## src/rtl/bsg_fifo_1r1w_rolly_mc_if.sv

```systemverilog
// Request/status bundle of the multi-channel rolly FIFO; the master drives the
// requests and the slave (the FIFO) returns readiness, head data and counts.
interface bsg_fifo_1r1w_rolly_mc_if #(
  parameter int width_p    = 8,
  parameter int els_p      = 4,
  parameter int channels_p = 2
);
  localparam int cid_w = (channels_p > 1) ? $clog2(channels_p) : 1;
  localparam int cnt_w = $clog2(els_p + 1);

  logic [cid_w-1:0]            w_chan_i;
  logic [width_p-1:0]          data_i;
  logic                        v_i;
  logic [channels_p-1:0]       ready_o;
  logic                        clr_v_i;
  logic                        commit_not_drop_v_i;
  logic                        commit_not_drop_i;
  logic [cid_w-1:0]            r_chan_i;
  logic [width_p-1:0]          data_o;
  logic [channels_p-1:0]       v_o;
  logic                        yumi_i;
  logic                        deq_v_i;
  logic                        rollback_v_i;
  logic                        ack_v_i;
  logic [channels_p*cnt_w-1:0] count_o;
  logic [channels_p*cnt_w-1:0] free_o;

  modport master (
    output w_chan_i, data_i, v_i, clr_v_i, commit_not_drop_v_i, commit_not_drop_i,
           r_chan_i, yumi_i, deq_v_i, rollback_v_i, ack_v_i,
    input  ready_o, data_o, v_o, count_o, free_o
  );

  modport slave (
    input  w_chan_i, data_i, v_i, clr_v_i, commit_not_drop_v_i, commit_not_drop_i,
           r_chan_i, yumi_i, deq_v_i, rollback_v_i, ack_v_i,
    output ready_o, data_o, v_o, count_o, free_o
  );
endinterface

```

## src/rtl/bsg_fifo_1r1w_rolly_mc.sv

```systemverilog
// Multi-channel rollback FIFO over one shared 1r1w memory; head data is combinational,
// enqueued data readable one cycle after commit; per-channel ready_o drops when full or clearing.
module bsg_fifo_1r1w_rolly_mc #(
  parameter int width_p            = 8,
  parameter int els_p              = 4,
  parameter int channels_p         = 2,
  parameter bit ready_then_valid_p = 1'b0
) (
  input  logic clk_i,
  input  logic reset_i,
  bsg_fifo_1r1w_rolly_mc_if.slave io
);
  localparam int ptr_w  = $clog2(els_p);
  localparam int pw     = ptr_w + 1;
  localparam int cid_w  = (channels_p > 1) ? $clog2(channels_p) : 1;
  localparam int cnt_w  = $clog2(els_p + 1);
  localparam int addr_w = cid_w + ptr_w;

  logic [pw-1:0] r_rptr  [channels_p];
  logic [pw-1:0] r_rcptr [channels_p];
  logic [pw-1:0] r_wptr  [channels_p];
  logic [pw-1:0] r_wcptr [channels_p];
  logic [pw-1:0] w_rptr_n  [channels_p];
  logic [pw-1:0] w_rcptr_n [channels_p];
  logic [pw-1:0] w_wptr_n  [channels_p];
  logic [pw-1:0] w_wcptr_n [channels_p];

  logic [width_p-1:0] r_mem [channels_p*els_p];

  logic [channels_p-1:0] w_empty, w_full, w_ready;
  logic [channels_p-1:0] w_wsel, w_rsel, w_rd, w_dq, w_enq_c;
  logic                  w_enq;
  logic [addr_w-1:0]     w_waddr, w_raddr;

  assign w_enq   = io.v_i & (ready_then_valid_p ? 1'b1 : w_ready[io.w_chan_i]);
  assign w_waddr = {io.w_chan_i, r_wptr[io.w_chan_i][ptr_w-1:0]};
  assign w_raddr = {io.r_chan_i, r_rptr[io.r_chan_i][ptr_w-1:0]};
  assign io.data_o  = r_mem[w_raddr];
  assign io.ready_o = w_ready;

  always_comb begin
    w_empty = '0;
    w_full  = '0;
    w_ready = '0;
    w_wsel  = '0;
    w_rsel  = '0;
    w_rd    = '0;
    w_dq    = '0;
    w_enq_c = '0;
    io.v_o     = '0;
    io.count_o = '0;
    io.free_o  = '0;
    for (int c = 0; c < channels_p; c++) begin
      w_wsel[c]  = (io.w_chan_i == cid_w'(c));
      w_rsel[c]  = (io.r_chan_i == cid_w'(c));
      w_empty[c] = (r_rptr[c] == r_wcptr[c]);
      // Full compares against the read checkpoint: slots behind it may still be replayed.
      w_full[c]  = (r_rcptr[c][ptr_w-1:0] == r_wptr[c][ptr_w-1:0]) &&
                   (r_rcptr[c][ptr_w] != r_wptr[c][ptr_w]);
      w_ready[c] = ~w_full[c] & ~(io.clr_v_i & w_wsel[c]);
      io.v_o[c]  = ~w_empty[c] & ~(io.rollback_v_i & w_rsel[c]);
      w_rd[c]    = io.yumi_i & w_rsel[c];
      w_dq[c]    = io.deq_v_i & ~w_empty[c] & w_rsel[c];
      w_enq_c[c] = w_enq & w_wsel[c];
      io.count_o[c*cnt_w +: cnt_w] = cnt_w'(r_wcptr[c] - r_rptr[c]);
      io.free_o[c*cnt_w +: cnt_w]  = cnt_w'(pw'(els_p) - (r_wptr[c] - r_rcptr[c]));
    end
  end

  always_comb begin
    for (int c = 0; c < channels_p; c++) begin
      w_rptr_n[c]  = r_rptr[c] + pw'(w_rd[c]);
      w_rcptr_n[c] = r_rcptr[c] + pw'(w_dq[c]);
      w_wptr_n[c]  = r_wptr[c] + pw'(w_enq_c[c]);
      w_wcptr_n[c] = r_wcptr[c];
      if (w_rsel[c] & io.rollback_v_i)
        w_rptr_n[c] = r_rcptr[c] + pw'(w_dq[c]);
      if (w_rsel[c] & io.ack_v_i)
        w_rcptr_n[c] = r_rptr[c];
      // Clear keeps only data already handed to the reader (including this cycle's yumi).
      if (w_wsel[c] & io.clr_v_i) begin
        w_wptr_n[c]  = r_rptr[c] + pw'(w_rd[c]);
        w_wcptr_n[c] = r_rptr[c] + pw'(w_rd[c]);
      end else if (w_wsel[c] & io.commit_not_drop_v_i) begin
        if (io.commit_not_drop_i)
          w_wcptr_n[c] = r_wptr[c] + pw'(w_enq_c[c]);
        else
          w_wptr_n[c] = r_wcptr[c];
      end
    end
  end

  always_ff @(posedge clk_i or posedge reset_i) begin
    if (reset_i) begin
      for (int c = 0; c < channels_p; c++) begin
        r_rptr[c]  <= '0;
        r_rcptr[c] <= '0;
        r_wptr[c]  <= '0;
        r_wcptr[c] <= '0;
      end
    end else begin
      for (int c = 0; c < channels_p; c++) begin
        r_rptr[c]  <= w_rptr_n[c];
        r_rcptr[c] <= w_rcptr_n[c];
        r_wptr[c]  <= w_wptr_n[c];
        r_wcptr[c] <= w_wcptr_n[c];
      end
    end
  end

  always_ff @(posedge clk_i) begin
    if (w_enq)
      r_mem[w_waddr] <= io.data_i;
  end

  // Deq may accompany rollback (the checkpoint advances before the read pointer rewinds).
  a_rd_ops:   assert property (@(posedge clk_i) disable iff (reset_i)
                $onehot0({io.rollback_v_i, io.ack_v_i}) && !(io.ack_v_i && io.deq_v_i));
  a_deq:      assert property (@(posedge clk_i) disable iff (reset_i)
                !(io.deq_v_i && w_empty[io.r_chan_i]));
  a_yumi:     assert property (@(posedge clk_i) disable iff (reset_i)
                !(io.yumi_i && !io.v_o[io.r_chan_i]));
  a_chan:     assert property (@(posedge clk_i) disable iff (reset_i)
                (int'(io.w_chan_i) < channels_p) && (int'(io.r_chan_i) < channels_p));
  a_clr_cnd:  assert property (@(posedge clk_i) disable iff (reset_i)
                !(io.commit_not_drop_v_i && io.clr_v_i));
  a_rtv:      assert property (@(posedge clk_i) disable iff (reset_i)
                !(ready_then_valid_p && io.v_i && !w_ready[io.w_chan_i]));
endmodule

```

## src/flat_wrapper.sv

```systemverilog
// flat-port wrapper written by rule: the top's interface ports become plain ports
module bsg_fifo_1r1w_rolly_mc_flat 
#(
  parameter int width_p            = 8,
  parameter int els_p              = 4,
  parameter int channels_p         = 2,
  parameter bit ready_then_valid_p = 1'b0
)
  (clk_i, reset_i, io_w_chan_i, io_data_i, io_v_i, io_clr_v_i, io_commit_not_drop_v_i, io_commit_not_drop_i, io_r_chan_i, io_yumi_i, io_deq_v_i, io_rollback_v_i, io_ack_v_i, io_ready_o, io_data_o, io_v_o, io_count_o, io_free_o);
  bsg_fifo_1r1w_rolly_mc_if #(.width_p(width_p), .els_p(els_p), .channels_p(channels_p)) io_i ();
  input  logic clk_i;
  input  logic reset_i;
  input wire logic [$bits(io_i.w_chan_i)-1:0] io_w_chan_i;
  input wire logic [$bits(io_i.data_i)-1:0] io_data_i;
  input wire logic [$bits(io_i.v_i)-1:0] io_v_i;
  input wire logic [$bits(io_i.clr_v_i)-1:0] io_clr_v_i;
  input wire logic [$bits(io_i.commit_not_drop_v_i)-1:0] io_commit_not_drop_v_i;
  input wire logic [$bits(io_i.commit_not_drop_i)-1:0] io_commit_not_drop_i;
  input wire logic [$bits(io_i.r_chan_i)-1:0] io_r_chan_i;
  input wire logic [$bits(io_i.yumi_i)-1:0] io_yumi_i;
  input wire logic [$bits(io_i.deq_v_i)-1:0] io_deq_v_i;
  input wire logic [$bits(io_i.rollback_v_i)-1:0] io_rollback_v_i;
  input wire logic [$bits(io_i.ack_v_i)-1:0] io_ack_v_i;
  output wire logic [$bits(io_i.ready_o)-1:0] io_ready_o;
  output wire logic [$bits(io_i.data_o)-1:0] io_data_o;
  output wire logic [$bits(io_i.v_o)-1:0] io_v_o;
  output wire logic [$bits(io_i.count_o)-1:0] io_count_o;
  output wire logic [$bits(io_i.free_o)-1:0] io_free_o;
  assign io_i.w_chan_i = io_w_chan_i;
  assign io_i.data_i = io_data_i;
  assign io_i.v_i = io_v_i;
  assign io_i.clr_v_i = io_clr_v_i;
  assign io_i.commit_not_drop_v_i = io_commit_not_drop_v_i;
  assign io_i.commit_not_drop_i = io_commit_not_drop_i;
  assign io_i.r_chan_i = io_r_chan_i;
  assign io_i.yumi_i = io_yumi_i;
  assign io_i.deq_v_i = io_deq_v_i;
  assign io_i.rollback_v_i = io_rollback_v_i;
  assign io_i.ack_v_i = io_ack_v_i;
  assign io_ready_o = io_i.ready_o;
  assign io_data_o = io_i.data_o;
  assign io_v_o = io_i.v_o;
  assign io_count_o = io_i.count_o;
  assign io_free_o = io_i.free_o;
  bsg_fifo_1r1w_rolly_mc #(.width_p(width_p), .els_p(els_p), .channels_p(channels_p), .ready_then_valid_p(ready_then_valid_p)) u_core (.clk_i(clk_i), .reset_i(reset_i), .io(io_i));
endmodule
```

## config.mk

```make
export PLATFORM = sky130hd
export DESIGN_NAME = bsg_fifo_1r1w_rolly_mc_flat
export DESIGN_NICKNAME = d
export VERILOG_FILES = /design/src/rtl/bsg_fifo_1r1w_rolly_mc_if.sv /design/src/rtl/bsg_fifo_1r1w_rolly_mc.sv /design/src/flat_wrapper.sv
export SDC_FILE = /design/constraint.sdc
export NUM_CORES = 1
export LEC_CHECK = 0
export CAP_MARGIN = 25
export CORE_MARGIN = 5
export CORE_UTILIZATION = 57
export CTS_CLUSTER_DIAMETER = 50
export DETAILED_ROUTE_END_ITERATION = 7
export PLACE_DENSITY = 0.82
export SLEW_MARGIN = 25
export SYNTH_ARGS = -nofsm -noshare
export SYNTH_HDL_FRONTEND = slang
export SYNTH_SLANG_ARGS = --single-unit
```

## constraint.sdc

```tcl
create_clock -name clk_i -period 2.55 [get_ports clk_i]
set_input_delay 0.255 -clock clk_i [delete_from_list [all_inputs] [get_ports clk_i]]
set_output_delay 0.255 -clock clk_i [all_outputs]
set_load 0.005 [all_outputs]
```

=== Word-level counts from Yosys, hierarchy flattened ===
Memory sizes are Yosys's and may differ from the RTL's.
Index checks and enable logic that the tools add are counted.

* Register bits after elaboration: 24
* Word-level logic and storage cells: 91
* RAM bits: 64
* Memories kept: 1
* Output and inout bits: 24

{| class="wikitable"
|+ Memories
! name !! words !! bits a word !! read ports !! clocked after memory_dff !! wr ports !! line !! source
|-
| u_core.r_mem || 8 || 8 || 1 || 0 || 1 || bsg_fifo_1r1w_rolly_mc.sv:28 || <nowiki>logic [width_p-1:0] r_mem [channels_p*els_p];</nowiki>
|}

* $add $sub $neg: 12
* Reduce and logical (&&, ||, !) cells: 4
* Muxes and demuxes: 24
* Order comparisons: 3
* Bitwise operators: 33
* Eq/ne operators: 6

{| class="wikitable"
|+ Operator list
! operator !! number
|-
| $mux W3 || 14
|-
| $and A1 B1 Y1 || 21
|-
| $add A3 B1 Y3 || 6
|-
| $mux W2 || 6
|-
| $sub A3 B3 Y3 || 4
|-
| $not A1 Y1 || 10
|-
| $eq A3 B3 Y1 || 2
|-
| $sub A3 B3 Y3 const A || 2
|-
| $eq A2 B2 Y1 || 2
|-
| $ge A2 B2 Y1 const B || 2
|-
| $mux W1 || 4
|-
| $not A1 Y2 || 2
|-
| $reduce_bool A2 Y1 || 2
|-
| $logic_and A1 B1 Y1 || 2
|-
| $lt A1 B2 Y1 const B || 1
|-
| $ne A1 B1 Y1 || 2
|}

=== Depth between registers and ports, before layout ===
Gate-level depths: netlist of the first run.

* Depth after elaboration: 12
* Mapped depth: 10
* Gate-level depth less buffers: 9

=== Least setup slack after synthesis of the first run ===
Ideal clock, no wire load.

* Kind: reg2reg
* Start: register u_core.r_wptr[3] in the netlist's numbering
* End: register u_core.r_wcptr[4] in the netlist's numbering
* Data arrival time: 2008 ps
* Library setup time: 133 ps
* Buffers on the path: 0
* Cell stages (with the launch flop): 9
* Required time: 2417 ps
* Setup slack: 408 ps
* Path through: dfrtp_1 -> ha_1 -> a311o_2 -> inv_1 -> ha_1 -> ha_1 -> mux2_2 -> o22ai_1 -> a221oi_1

* Word-level cells in the longest chain between the ends: 12

{| class="wikitable"
|+ Ends and longest elaborated chain
! item !! line !! source
|-
| start, declared || bsg_fifo_1r1w_rolly_mc.sv:21 || <nowiki>logic [pw-1:0] r_wptr [channels_p];</nowiki>
|-
| start signal, assigned by index || bsg_fifo_1r1w_rolly_mc.sv:105 || <nowiki>r_wptr[c] <= w_wptr_n[c];</nowiki>
|-
| $eq A2 B2 Y1 || bsg_fifo_1r1w_rolly_mc.sv:58 || <nowiki>w_full[c] = (r_rcptr[c][ptr_w-1:0] == r_wptr[c][ptr_w-1:0]) &&</nowiki>
|-
| $logic_and A1 B1 Y1 || bsg_fifo_1r1w_rolly_mc.sv:58 ||
|-
| $not A1 Y1 || bsg_fifo_1r1w_rolly_mc.sv:60 || <nowiki>w_ready[c] = ~w_full[c] & ~(io.clr_v_i & w_wsel[c]);</nowiki>
|-
| $and A1 B1 Y1 || bsg_fifo_1r1w_rolly_mc.sv:60 ||
|-
| $mux W1 (implied by the code) (2 in series) || bsg_fifo_1r1w_rolly_mc.sv:35 || <nowiki>assign w_enq = io.v_i & (ready_then_valid_p ? 1'b1 : w_ready[io.w_chan_i]);</nowiki>
|-
| $and A1 B1 Y1 || bsg_fifo_1r1w_rolly_mc.sv:35 ||
|-
| $and A1 B1 Y1 || bsg_fifo_1r1w_rolly_mc.sv:64 || <nowiki>w_enq_c[c] = w_enq & w_wsel[c];</nowiki>
|-
| $add A3 B1 Y3 * || bsg_fifo_1r1w_rolly_mc.sv:86 || <nowiki>w_wcptr_n[c] = r_wptr[c] + pw'(w_enq_c[c]);</nowiki>
|-
| $mux W3 * || bsg_fifo_1r1w_rolly_mc.sv:85 || <nowiki>if (io.commit_not_drop_i)</nowiki>
|-
| $mux W3 * || bsg_fifo_1r1w_rolly_mc.sv:84 || <nowiki>end else if (w_wsel[c] & io.commit_not_drop_v_i) begin</nowiki>
|-
| $mux W3 * || bsg_fifo_1r1w_rolly_mc.sv:81 || <nowiki>if (w_wsel[c] & io.clr_v_i) begin</nowiki>
|-
| end signal, assigned by index || bsg_fifo_1r1w_rolly_mc.sv:106 || <nowiki>r_wcptr[c] <= w_wcptr_n[c];</nowiki>
|-
| end, declared || bsg_fifo_1r1w_rolly_mc.sv:22 || <nowiki>logic [pw-1:0] r_wcptr [channels_p];</nowiki>
|}

Mark *: on every way between the ends. The rest lies on a longest branch, timed or not. The select of a mux whose other input is x is not followed.
A chain may end at the register's enable or synchronous reset.

=== Worst setup path after layout of the first run ===
* Start: register u_core.r_wptr[1] in the netlist's numbering
* End: output io_free_o[5]

* Word-level cells in the longest chain between the ends: 2

{| class="wikitable"
|+ Ends and longest elaborated chain
! item !! line !! source
|-
| $sub A3 B3 Y3 (2 in series) || bsg_fifo_1r1w_rolly_mc.sv:66 || <nowiki>io.free_o[c*cnt_w +: cnt_w] = cnt_w'(pw'(els_p) - (r_wptr[c] - r_rcptr[c]));</nowiki>
|-
| end, declared || flat_wrapper.sv:28 || <nowiki>output wire logic [$bits(io_i.free_o)-1:0] io_free_o;</nowiki>
|}

Every way passes these cells.

==> results.md, run 1 <==
Placement:
- At the placement stage, the worst setup path has a slack of 0.04467 ns.
- Summing all placed instances gives a cell area of 0.004891 sq mm.
- The number of buffer cells added on primary ports is 43.
- The weighted congestion reported at the end of routability-driven placement is 0.8495.
- The HPWL reported at the end of detailed placement is 6566 um.

STA:
- The maximum clock rate is 408.1 MHz.
- The headroom to the max-slew limit is 61.01%.
- The worst path in the final design needs a cycle of 2.450 ns, including I/O delays and setup.
- On the final layout, the worst clock skew is 0.007671 ns.
- The final sum of negative setup slack is 0 ns.
- The setup violation total in the final timing report is 0.
- The number of endpoints with negative hold slack in the final report was 0.
- The number of slew-limit violations in the final report is 0.
- The final critical path takes up 96.09% of the cycle.
- The transition time at the pin with the least slew margin is 0.5830 ns.
- Setup repair after global routing left no endpoint under its margin.
- The setup slack after layout is 0.09976 ns.

Setup path:
- The terminus of the critical flop-to-flop path is u_core.r_wptr[1].
- The critical path runs through a total of 6 cells.
- The startpoint-to-endpoint class of the critical path is reg2out.
- In this run the worst setup path begins at u_core.r_wptr[1].
- The maximum fanout count along the critical path is 3.
- Traced cell by cell, the critical path runs through inv_1 -> ha_1 -> ha_1 -> xnor2_1 -> xnor2_1 -> clkdlybuf4s50_1.
- The endpoint of the most critical setup path is io_free_o[5].
- The required time reported for the critical path endpoint is 2.30 ns.
- The critical path data arrival time is 2.20 ns.
- The worst setup path is captured at an output pin.
- The count of buffer and inverter cells on the critical path is 2.
- The category of cells accounting for the largest share of critical-path delay is buffers and inverters.
- The depth of the most critical reg-to-reg path is 8.
- The worst register-to-register path begins at u_core.r_wptr[0].
- The worst setup path is launched from a flop.
- The flop-to-flop setup slack is 0.21 ns.
- The worst-path cell with the longest stage delay is sky130_fd_sc_hd__clkdlybuf4s50_1.
- In this design, the stage delay of the slowest critical-path cell is 0.52 ns.

Synthesis:
- The most used flip-flop cell after synthesis is sky130_fd_sc_hd__edfxtp_1.
- Of the post-synthesis cell area, the dominant cell type holds 45.26%.
- The gate count after technology mapping is 300.
- Synthesis produced a netlist with a net count of 344.
- The share of the yosys chip area belonging to registers is 59.40%.
- Synthesis inferred 88 register bits.
- Yosys printed 0 warnings.
- The post-synthesis instance area is 0.004247 sq mm.
- Summed over all instances, the cell type with the most area after synthesis is sky130_fd_sc_hd__edfxtp_1.
- The synthesized design contains 64 enable-type register cells.
- The synthesized area divided by synthesized cell count is 14.16 sq um.
- After synthesis, the netlist uses 40 different library cells.
- The fraction of registers with async set/reset is 27.27%.
- Ranked by instance count, the synthesized netlist is headed by sky130_fd_sc_hd__edfxtp_1, sky130_fd_sc_hd__nand2_1, sky130_fd_sc_hd__inv_1, sky130_fd_sc_hd__dfrtp_1, sky130_fd_sc_hd__ha_1.
- In the post-synthesis netlist, the biggest area contributors are sky130_fd_sc_hd__edfxtp_1, sky130_fd_sc_hd__dfrtp_1, sky130_fd_sc_hd__mux4_2, sky130_fd_sc_hd__ha_1, sky130_fd_sc_hd__nand2_1.
- The most repeated cell in the gate-level netlist after synthesis is sky130_fd_sc_hd__edfxtp_1.

Clocking:
- The total number of clock tree sinks is 88.
- The number of buffers on the longest clock path is 2.
- The number of clock buffers inserted by TritonCTS is 9.
- The later pin in the worst-skew pair is clocked with a latency of 0.36 ns.
- The library cell used as clock root buffer is sky130_fd_sc_hd__clkbuf_8.
- The number of H-tree levels is 3.
- The clock transition at the registers of the reported paths is 0.09 ns.
- The clock tree from TritonCTS is yes.

GRT:
- The via count of the first global-routing pass was 2,896.
- The global-route wire length before repair is 14,620 um.
- The total congestion overflow after global routing is 0.
- The initial antenna violation count came to 0.
- Across every metal layer, demand over resource in global routing totals 21.80%.
- Entering global routing, the biggest net connects 25 pins.

Floorplanning:
- Once the floorplan was initialized, standard cells occupied 58.55% of the core.
- The die extent in y is 96.32 um.
- The horizontal die dimension is 96.32 um.
- The die covers 0.009277 sq mm.
- Row generation in the floorplan step produced 31 rows.
- The placeable core area is 0.007253 sq mm.
- The number of placed I/O pins is 44.

Power:
- The share of power burned in combinational logic is 48.1%.
- In this run the power density over the cells is 1189 mW/mm^2.
- The leakage power of the design is 2.032 nW.
- The share of power burned in the clock network is 18.7%.
- After layout, the design draws a total of 6.166 mW.
- For this design the total switching power over the nets is 1.989 mW.
- The peak ir drop on the vdd network is 0.7387 mV.
- The cell-internal power is 4.177 mW.
- The sequential group share of total power is 33.2%.
- In this run switching power makes up 32.26% of total power.

Layout:
- The post-route netlist has 20.22% of its cells at a drive strength greater than 1.
- The number of nets at the end of the flow is 411.
- The summed area of non-filler cells in the final layout is 0.005187 sq mm.
- The final cell utilization of the core is 71.52%.
- The fill cell total of the finished layout is 478.
- Compared with the post-synthesis result, the final layout area differs by 22.16%.
- The number of antenna diodes in the final layout is 0.

Outcome:
- The run finished with clean final reports.

Routing:
- The ratio of routed vias to standard cells is 5.826.
- The antenna violation net count after detailed routing is 0.
- The final layout contains routed wiring with a total length of 9077 um.
- The via count is 2,738.
- After the first detailed-routing iteration, the DRC count stood at 151.
- The remaining design rule violation count is 0.
- In the final routed layout, each cell accounts on average for 19.31 um.
- The first detailed-routing pass took 4 iterations.

Min path:
- The type of the tightest min-delay check is in2async.

Run:
- Max-cap violations in this run came to 0.
[final cells by class]
class	count	area (sq um)	area share, %
flip-flops and latches	88	2526	48.70
multi-input cells	174	1585	30.56
repair buffers	67	610.6	11.77
clock buffers	9	123.9	2.388
well taps	99	123.9	2.388
clock inverters	6	116.4	2.243
inverters	27	101.3	1.954
[per-layer routing]
metal	global-route usage (%)	vias to the layer above	share of wire, %
met3	4.691	19	4.6
li1	-	1247	-
met1	28.61	1395	43
met4	9.696	0	2.4
met5	0	-	0
met2	35.08	77	50
[cells by family after synthesis]
family	after synthesis	share of synthesized area, %
DFF	88	59.40
and+or+nand+nor	63	7.071
AOI/OAI and AO/OA	42	7.130
buffers and inverters	38	3.801
muxes	29	11.87
adders and majority gates	24	7.425
xor gates and xnor gates	16	3.300
[repair_timing]
item,4_1_cts,5_1_grt
endpoints found under the setup margin,6,2
cloned,0,0
gates resized for setup,2,3
buffers inserted,2,2
hold buffers,0,0
[power by group through the flow]
stage          clock (mW)  combinational, mW  sequential [mW]
2_1_floorplan           0               1.60             2.01
3_3_place_gp            0               2.74             2.10
3_5_place_dp            0               2.80             2.11
4_1_cts              1.17               2.88             2.06
5_1_grt              1.24               3.27             2.08
6_report             1.15               2.97             2.05
[tightest hold or removal path, stage by stage]
cell                              delay (ns)
sky130_fd_sc_hd__clkdlybuf4s50_1        0.39
sky130_fd_sc_hd__inv_1                  0.05
sky130_fd_sc_hd__buf_4                  0.31
[flip-flops by register name (all words and copies together) (netlist names)]
register        flops
u_core.r_mem       64
u_core.r_wptr       6
u_core.r_rcptr      6
u_core.r_wcptr      6
u_core.r_rptr       6
[worst min path at each step]
stage / start / endpoint / cells past startpoint
after global placement: u_core.r_wcptr[2] / u_core.r_wcptr[2] / 1
after floorplan: reset_i / u_core.r_rcptr[0] / 1
after global routing: reset_i / u_core.r_rptr[2] / 3
final: reset_i / u_core.r_rptr[2] / 3
after detailed placement: u_core.r_rptr[2] / u_core.r_rcptr[2] / 1
after CTS: reset_i / u_core.r_rptr[2] / 3
[cells in the final DEF, fill, tap and decap left out, types with 2 or more instances in the layout]
cell,instances
sky130_fd_sc_hd__edfxtp_1,64
sky130_fd_sc_hd__clkdlybuf4s50_1,43
sky130_fd_sc_hd__nand2_1,33
sky130_fd_sc_hd__inv_1,26
sky130_fd_sc_hd__buf_4,24
sky130_fd_sc_hd__dfrtp_1,23
sky130_fd_sc_hd__ha_1,20
sky130_fd_sc_hd__mux4_2,16
sky130_fd_sc_hd__xnor2_1,11
sky130_fd_sc_hd__mux2_2,11
sky130_fd_sc_hd__nor2_1,10
sky130_fd_sc_hd__clkbuf_8,9
sky130_fd_sc_hd__o22ai_1,8
sky130_fd_sc_hd__a21oi_1,7
sky130_fd_sc_hd__o2bb2ai_1,5
sky130_fd_sc_hd__nand2b_1,4
sky130_fd_sc_hd__o21ai_0,4
sky130_fd_sc_hd__xor2_1,4
sky130_fd_sc_hd__a221oi_1,4
sky130_fd_sc_hd__nor3_1,4
sky130_fd_sc_hd__nor2b_1,3
sky130_fd_sc_hd__nor3b_1,3
sky130_fd_sc_hd__a31oi_1,3
sky130_fd_sc_hd__bufinv_16,3
sky130_fd_sc_hd__and2_1,2
sky130_fd_sc_hd__a311o_2,2
sky130_fd_sc_hd__mux2i_1,2
sky130_fd_sc_hd__nor3b_2,2
sky130_fd_sc_hd__o41ai_1,2
sky130_fd_sc_hd__fa_1,2
sky130_fd_sc_hd__inv_6,2
[stage by stage]
step                cells  hold slack (ns)
floorplan             300           0.2696
global placement      451           0.5784
detailed placement    451           0.5765
CTS                   468           0.2394
global route          470           0.2723
finish                470           0.2341
Power figures use the tool's default switching activity.
==> inputs of run 2 (changes only) <==
--- a/config.mk
+++ b/config.mk
@@ -10,6 +10,7 @@
 export CORE_UTILIZATION = 57
 export CTS_CLUSTER_DIAMETER = 50
 export DETAILED_ROUTE_END_ITERATION = 7
+export GPL_TIMING_DRIVEN = 0
 export PLACE_DENSITY = 0.82
 export SLEW_MARGIN = 25
 export SYNTH_ARGS = -nofsm -noshare
==> results.md, run 2 (same netlist as run 1, synthesis figures left out) <==
STA:
- The post-route clock skew is 0.007250 ns.
- The number of endpoints with negative hold slack in the final report came to 0.
- Setup repair after global routing left no endpoint under its margin.
- The headroom to the max-slew limit is 43.90%.
- Static timing analysis puts the maximum clock frequency at 409.1 MHz.
- The number of slew-limit violations in the final report is 0.
- Counting I/O delays and the setup requirement, the final critical path takes 2.444 ns.
- The setup slack after layout is 0.1059 ns.
- For the pin with the worst max-slew slack, the measured transition is 0.8384 ns.
- The share of the cycle needed by the critical path after routing is 95.85%.
- The setup violation total in the final timing report is 0.

Floorplanning:
- The horizontal die dimension is 96.32 um.
- The floorplan has 31 rows.
- For this design the top-level I/O count stands at 44.
- The die area is 0.009277 sq mm.
- The placeable core area is 0.007253 sq mm.
- The die extent in y is 96.32 um.
- The effective utilization at floorplan is 58.55%.

Setup path:
- In this run the critical register-to-register path is captured at u_core.r_wcptr[2].
- The required time reported for the critical path endpoint is 2.30 ns.
- The depth of the critical timing path with buffers and inverters included is 6.
- The startpoint-to-endpoint class of the critical path is reg2out.
- The delay of the slowest cell on the worst path is 0.52 ns.
- Walking the worst path, the cells encountered are clkbuf_4 -> inv_1 -> ha_1 -> and3_1 -> a21oi_1 -> clkdlybuf4s50_1.
- In this run the critical register-to-register path is launched from u_core.r_wptr[0].
- STA classifies the critical path startpoint as a flop.
- The critical path data arrival time is 2.19 ns.
- On the critical path the largest part of the delay comes from buffers and inverters.
- The depth of the most critical reg-to-reg path is 8.
- STA classifies the critical path endpoint as an output pin.
- The flop-to-flop setup slack is 0.12 ns.
- On the critical path, the stage with the largest delay is an instance of sky130_fd_sc_hd__clkdlybuf4s50_1.
- The count of buffer and inverter cells on the critical path is 3.
- In this run the worst path has a maximum fanout of 10.

Power:
- The leakage power of the design is 1.960 nW.
- In this run the power density over the cells is 1148 mW/mm^2.
- The peak ir drop on the vdd network is 0.9162 mV.
- Power comes to 5.794 mW.

GRT:
- The total congestion overflow after global routing is 0.
- The initial antenna violation count came to 0.
- The total routing usage reported by global routing is 20.17%.
- Entering global routing, the biggest net connects 25 pins.
- The via count of the first global-routing pass is 2,693.
- The global-route wire length before repair is 13,460 um.

Clocking:
- Clock-pin slew was measured on the worst setup and hold paths at 0.10 ns.
- Clock latency on the worst-skew pair, taken at its later pin, is 0.36 ns.
- The number of buffers on the longest clock path is 2.
- The number of H-tree levels is 3.
- TritonCTS created 9 clock buffers.
- CTS placed an instance of sky130_fd_sc_hd__clkbuf_8 at the clock tree root.
- For this design, the CTS-stage hold fixing added 0 buffers.
- For this design, the sink count on the clock tree is 88.
- TritonCTS built the clock tree.

Layout:
- The sequential cells in the finished layout cover a total of 0.002522 sq mm.
- More flip-flops sit in one register than any other, and that register is u_core.r_mem.
- Cells with a size suffix above 1 make up 18.56% of the layout.
- For this run, the number of standard cells in the final layout without fillers is 460.
- The combined area of the multi-input logic cells is 0.001592 sq mm.
- In the layout the commonest cells are sky130_fd_sc_hd__edfxtp_1, sky130_fd_sc_hd__clkdlybuf4s50_1, sky130_fd_sc_hd__nand2_1, sky130_fd_sc_hd__inv_1, sky130_fd_sc_hd__dfrtp_1.
- The most common library cell in the layout ignoring fill and taps is sky130_fd_sc_hd__edfxtp_1.
- The number of nets at the end of the flow is 400.
- The register with the most flip-flops in the layout has 64 of them.
- From synthesis to final layout, the design area changed by 18.89%.
- The number of antenna diodes in the final layout is 0.
- Once layout is complete, the utilization of the core stands at 69.60%.
- The fill cell total of the finished layout is 492.

Routing:
- The detailed router finished its first iteration with 148 violations.
- The via count is 2,621.
- The remaining design rule violation count is 0.
- The average detailed-routed wire length per instance is 18.82 um.
- The count of nets left with antenna violations once routing finished came out at 0.
- Before antenna repair, the detailed router went through 5 iterations.
- The routed wire length is 8657 um.
- The ratio of routed vias to standard cells is 5.698.

Run:
- The tool flagged a number of max-cap violations equal to 0.

Placement:
- The number of buffer cells added on primary ports is 42.
- The worst slack at placement is -0.1002 ns.
- The weighted congestion reported at the end of routability-driven placement is 0.8837.
- The HPWL reported at the end of detailed placement is 6328 um.
- The number of cells after detailed placement is 441.

Outcome:
- The run finished with clean final reports.

Min path:
- In this run the worst hold path is classified as in2async.
## run 2: cell type report
class                   instances  area share, %
plain buffers                  11          1.388
clock buffers                   9          2.454
clock inverters                 7          1.388
inverters                      27          2.007
multi-input cells             174          31.52
flip-flops and latches         88          49.96
well taps                      99          2.454
repair buffers                 45          8.823
## run 2: stage by stage
step	cell area, sq um	setup TNS (ns)	hold slack, ns
2_1_floorplan	4247	0	0.2696
6_report	5049	0	0.2503
5_1_grt	5049	0	0.3106
3_5_place_dp	4811	-0.3005	0.5913
3_3_place_gp	4791	-4.769	0.5754
4_1_cts	5022	0	0.2955
## run 2: power breakdown
group	switching, mW	internal (mW)
Clock	0.553	0.386
Sequential	0.204	1.82
Combinational	1.24	1.59
## run 2: worst max path at each step
stage / from / endpoint / slack (ns)
5_1_grt: u_core.r_rptr[1] / io_v_o[1] / 0.007
3_5_place_dp: io_w_chan_i / u_core.r_wcptr[2] / -0.10
2_1_floorplan: u_core.r_wptr[3] / u_core.r_wcptr[4] / 0.41
3_3_place_gp: io_w_chan_i / u_core.r_mem[6][3] / -0.21
6_report: u_core.r_rptr[4] / io_v_o[0] / 0.11
4_1_cts: u_core.r_rptr[4] / io_v_o[0] / 0.001
## run 2: per-layer routing
layer / routed length (um) / GRT usage, % / vias up
met3: 415 / 2.346 / 15
met1: 3636 / 25.89 / 1288
met4: 208 / 10.05 / 0
met2: 4397 / 33.99 / 87
met5: 0 / 0 / -
li1: - / - / 1231
## run 2: timing repair
action,CTS,global route
buffers inserted,2,1
endpoints found under the setup margin,12,12
gates resized for setup,2,7
pin swaps,0,0
endpoints found under the hold margin,0,0
==> inputs of run 3 (changes only) <==
--- a/config.mk
+++ b/config.mk
@@ -11,7 +11,7 @@
 export CTS_CLUSTER_DIAMETER = 50
 export DETAILED_ROUTE_END_ITERATION = 7
 export GPL_TIMING_DRIVEN = 0
-export PLACE_DENSITY = 0.82
+export PLACE_DENSITY = 0.8
 export SLEW_MARGIN = 25
 export SYNTH_ARGS = -nofsm -noshare
 export SYNTH_HDL_FRONTEND = slang
==> results.md, run 3 (same netlist as run 1, synthesis figures left out) <==
Outcome:
- The run finished with clean final reports.

Power:
- The share of power burned in combinational logic is 47.9%.
- The leakage power of the design is 1.966 nW.
- The net switching power is 1.923 mW.
- The peak ir drop on the vdd network is 0.9422 mV.
- The cell-internal power is 3.990 mW.
- The sequential group share of total power is 34.3%.
- The power density over cell area is 1164 mW/mm^2.
- The switching share of total power is 32.53%.
- The sum of internal, switching and leakage power is 5.913 mW.
- The share of power burned in the clock network is 17.8%.

Clocking:
- The clock tree synthesis step divided the H-tree into 3 levels.
- The number of hold buffers added after CTS was 0.
- The clock transition at the registers of the reported paths is 0.09 ns.
- The library cell used as clock root buffer is sky130_fd_sc_hd__clkbuf_8.
- The clock tree from TritonCTS is yes.
- Buffers inserted during clock tree synthesis total 9.
- The clock latency on the worst-skew pair is 0.34 ns.
- The total number of clock tree sinks is 88.
- The number of buffers on the longest clock path is 2.

Floorplanning:
- The placeable core area is 0.007253 sq mm.
- For this design the top-level I/O count stands at 44.
- The initialized floorplan defines 31 standard-cell rows.
- The die extent in y is 96.32 um.
- The die covers 0.009277 sq mm.
- The horizontal die dimension is 96.32 um.
- For this configuration, the core starts out at a cell density of 58.55%.

STA:
- The time the final worst path needs with I/O delays and setup is 2.434 ns.
- Setup violations remaining at the end of the flow were counted as 0.
- Across all hold checks on the routed design, the worst slack comes to 0.2744 ns.
- At the pin with the least slew margin, the transition time is 0.7750 ns.
- The number of endpoints with negative hold slack in the final report was 0.
- Setup repair after global routing left no endpoint under its margin.
- The headroom to the max-slew limit is 48.14%.
- Dividing the final minimum period by the clock period gives 95.46%.
- The number of slew-limit violations in the final report was 0.
- The maximum clock rate is 410.8 MHz.
- For the final database, setup skew stands at 0.008347 ns.
- The setup slack after layout is 0.1158 ns.
- The final sum of negative setup slack is 0 ns.

Placement:
- At the placement stage, the worst setup path has a slack of -0.03114 ns.
- Buffers placed on the I/O ports in this run total 42.
- The weighted congestion reported at the end of routability-driven placement is 0.8657.
- Once detailed placement completed, the half-perimeter wirelength came to 6098 um.

Setup path:
- The depth of the critical timing path with buffers and inverters included is 6.
- On the critical path the largest part of the delay comes from buffers and inverters.
- The nature of the critical path endpoint is an output pin.
- The number of buffers and inverters on the critical path is 3.
- The startpoint-to-endpoint class of the critical path is reg2out.
- For flop-to-flop paths, the worst setup slack is 0.17 ns.
- The maximum fanout count along the critical path is 10.
- The critical path data arrival time is 2.18 ns.
- The signal on the critical path passes through clkbuf_4 -> inv_1 -> ha_1 -> and3_1 -> a21oi_1 -> clkdlybuf4s50_1.
- The required time reported for the critical path endpoint is 2.30 ns.
- The depth of the most critical reg-to-reg path is 8.
- The slowest stage of the critical path is the sky130_fd_sc_hd__clkdlybuf4s50_1 cell.
- The worst setup path is launched from a flop.
- The delay of the slowest cell on the worst path is 0.53 ns.

Routing:
- The routed wire length is 8558 um.
- After detailed routing, the number of vias per cell comes to 5.634.
- For this block, the initial DRC count from the detailed router was 148.
- For this run, design rule violations remaining after detail routing come to 0.
- The number of iterations in the first detailed-routing pass is 4.
- The average detailed-routed wire length per instance is 18.64 um.
- Across all layers, the routed design uses 2,586 vias.
- In this run the remaining antenna-violating nets after routing total 0.

Layout:
- The number of nets at the end of the flow is 400.
- From synthesis to final layout, the design area changed by 19.59%.
- The library cells used most frequently in the layout, excluding fill and tap cells, are sky130_fd_sc_hd__edfxtp_1, sky130_fd_sc_hd__clkdlybuf4s50_1, sky130_fd_sc_hd__nand2_1, sky130_fd_sc_hd__inv_1, sky130_fd_sc_hd__dfrtp_1.
- The ratio of cells with drive above 1 in the final layout is 18.89%.
- The most common library cell in the layout ignoring fill and taps is sky130_fd_sc_hd__edfxtp_1.
- The number of diodes is 0.
- The number of flip-flops under the largest register name is 64.
- u_core.r_mem holds more flip-flops than any other register.
- Counting the fill cells in the layout gives 508.

GRT:
- The initial antenna violation count came to 0.
- Entering global routing, the biggest net connects 25 pins.
- The first global-routing pass estimated 13,640 um of wire.
- The via count of the first global-routing pass is 2,583.
- In the global route stage, overall resource usage came out at 20.28%.
- For this run the aggregate overflow at the end of global routing stands at 0.

Run:
- The number of maximum-capacitance violations is 0.

Min path:
- The tightest min-delay check is of the in2async type.
[run 3: routing by layer]
layer / wire (um) / global-route usage [%]
met1: 3789 / 27.62
met2: 4246 / 33.01
met3: 290 / 2.580
met4: 231 / 8.645
met5: 0 / 0
[run 3: final cells by class]
cell class / instances / area [sq um] / area share [%]
clock buffer: 9 / 123.9 / 2.439
tap: 99 / 123.9 / 2.439
sequential: 88 / 2524 / 49.69
clock inverter: 6 / 95.09 / 1.872
timing repair buffer: 45 / 442.9 / 8.721
inverter: 27 / 101.3 / 1.996
multi-input combinational: 174 / 1598 / 31.46
buffer: 11 / 70.07 / 1.380
[run 3: power by group through the flow]
stage	Clock [mW]	Combinational (mW)	Sequential, mW
floorplan	0	1.60	2.01
global placement	0	2.67	2.05
detailed placement	0	2.73	2.08
CTS	1.06	2.78	2.04
global route	1.12	3.13	2.07
finish	1.05	2.83	2.03
[run 3: timing repair]
action / 4_1_cts / 5_1_grt
gates cloned: 0 / 0
buffers inserted: 1 / 2
setup endpoints to repair: 13 / 11
resized for setup: 3 / 6
[run 3: final timing paths]
| check | from | endpoint |
|---|---|---|
| setup / recovery | u_core.r_rptr[4] | io_v_o[0] |
| max in group asynchronous | reset_i | u_core.r_wptr[4] |
| setup reg to reg | u_core.r_wptr[3] | u_core.r_wcptr[4] |
| hold reg to reg | u_core.r_rptr[2] | u_core.r_rcptr[2] |
| hold / removal | reset_i | u_core.r_rptr[5] |
| min in group clk_i | io_r_chan_i | u_core.r_rptr[2] |
[run 3: worst reg2reg max path: stages, from the launching register on]
cell and delay [ns]:
sky130_fd_sc_hd__dfrtp_1 0.46, sky130_fd_sc_hd__ha_1 0.36, sky130_fd_sc_hd__a311o_2 0.44, sky130_fd_sc_hd__inv_1 0.08, sky130_fd_sc_hd__ha_1 0.14, sky130_fd_sc_hd__ha_1 0.25
sky130_fd_sc_hd__mux2_2 0.29, sky130_fd_sc_hd__o22ai_1 0.14, sky130_fd_sc_hd__a221oi_1 0.10
[run 3: per-stage QoR]
stage | area, sq um | utilization, % | instances
CTS | 5041 | 69.50 | 457
detailed placement | 4811 | 66.33 | 441
finish | 5079 | 70.02 | 459
global route | 5079 | 70.02 | 459
floorplan | 4247 | - | 300
global placement | 4791 | 66.05 | 441
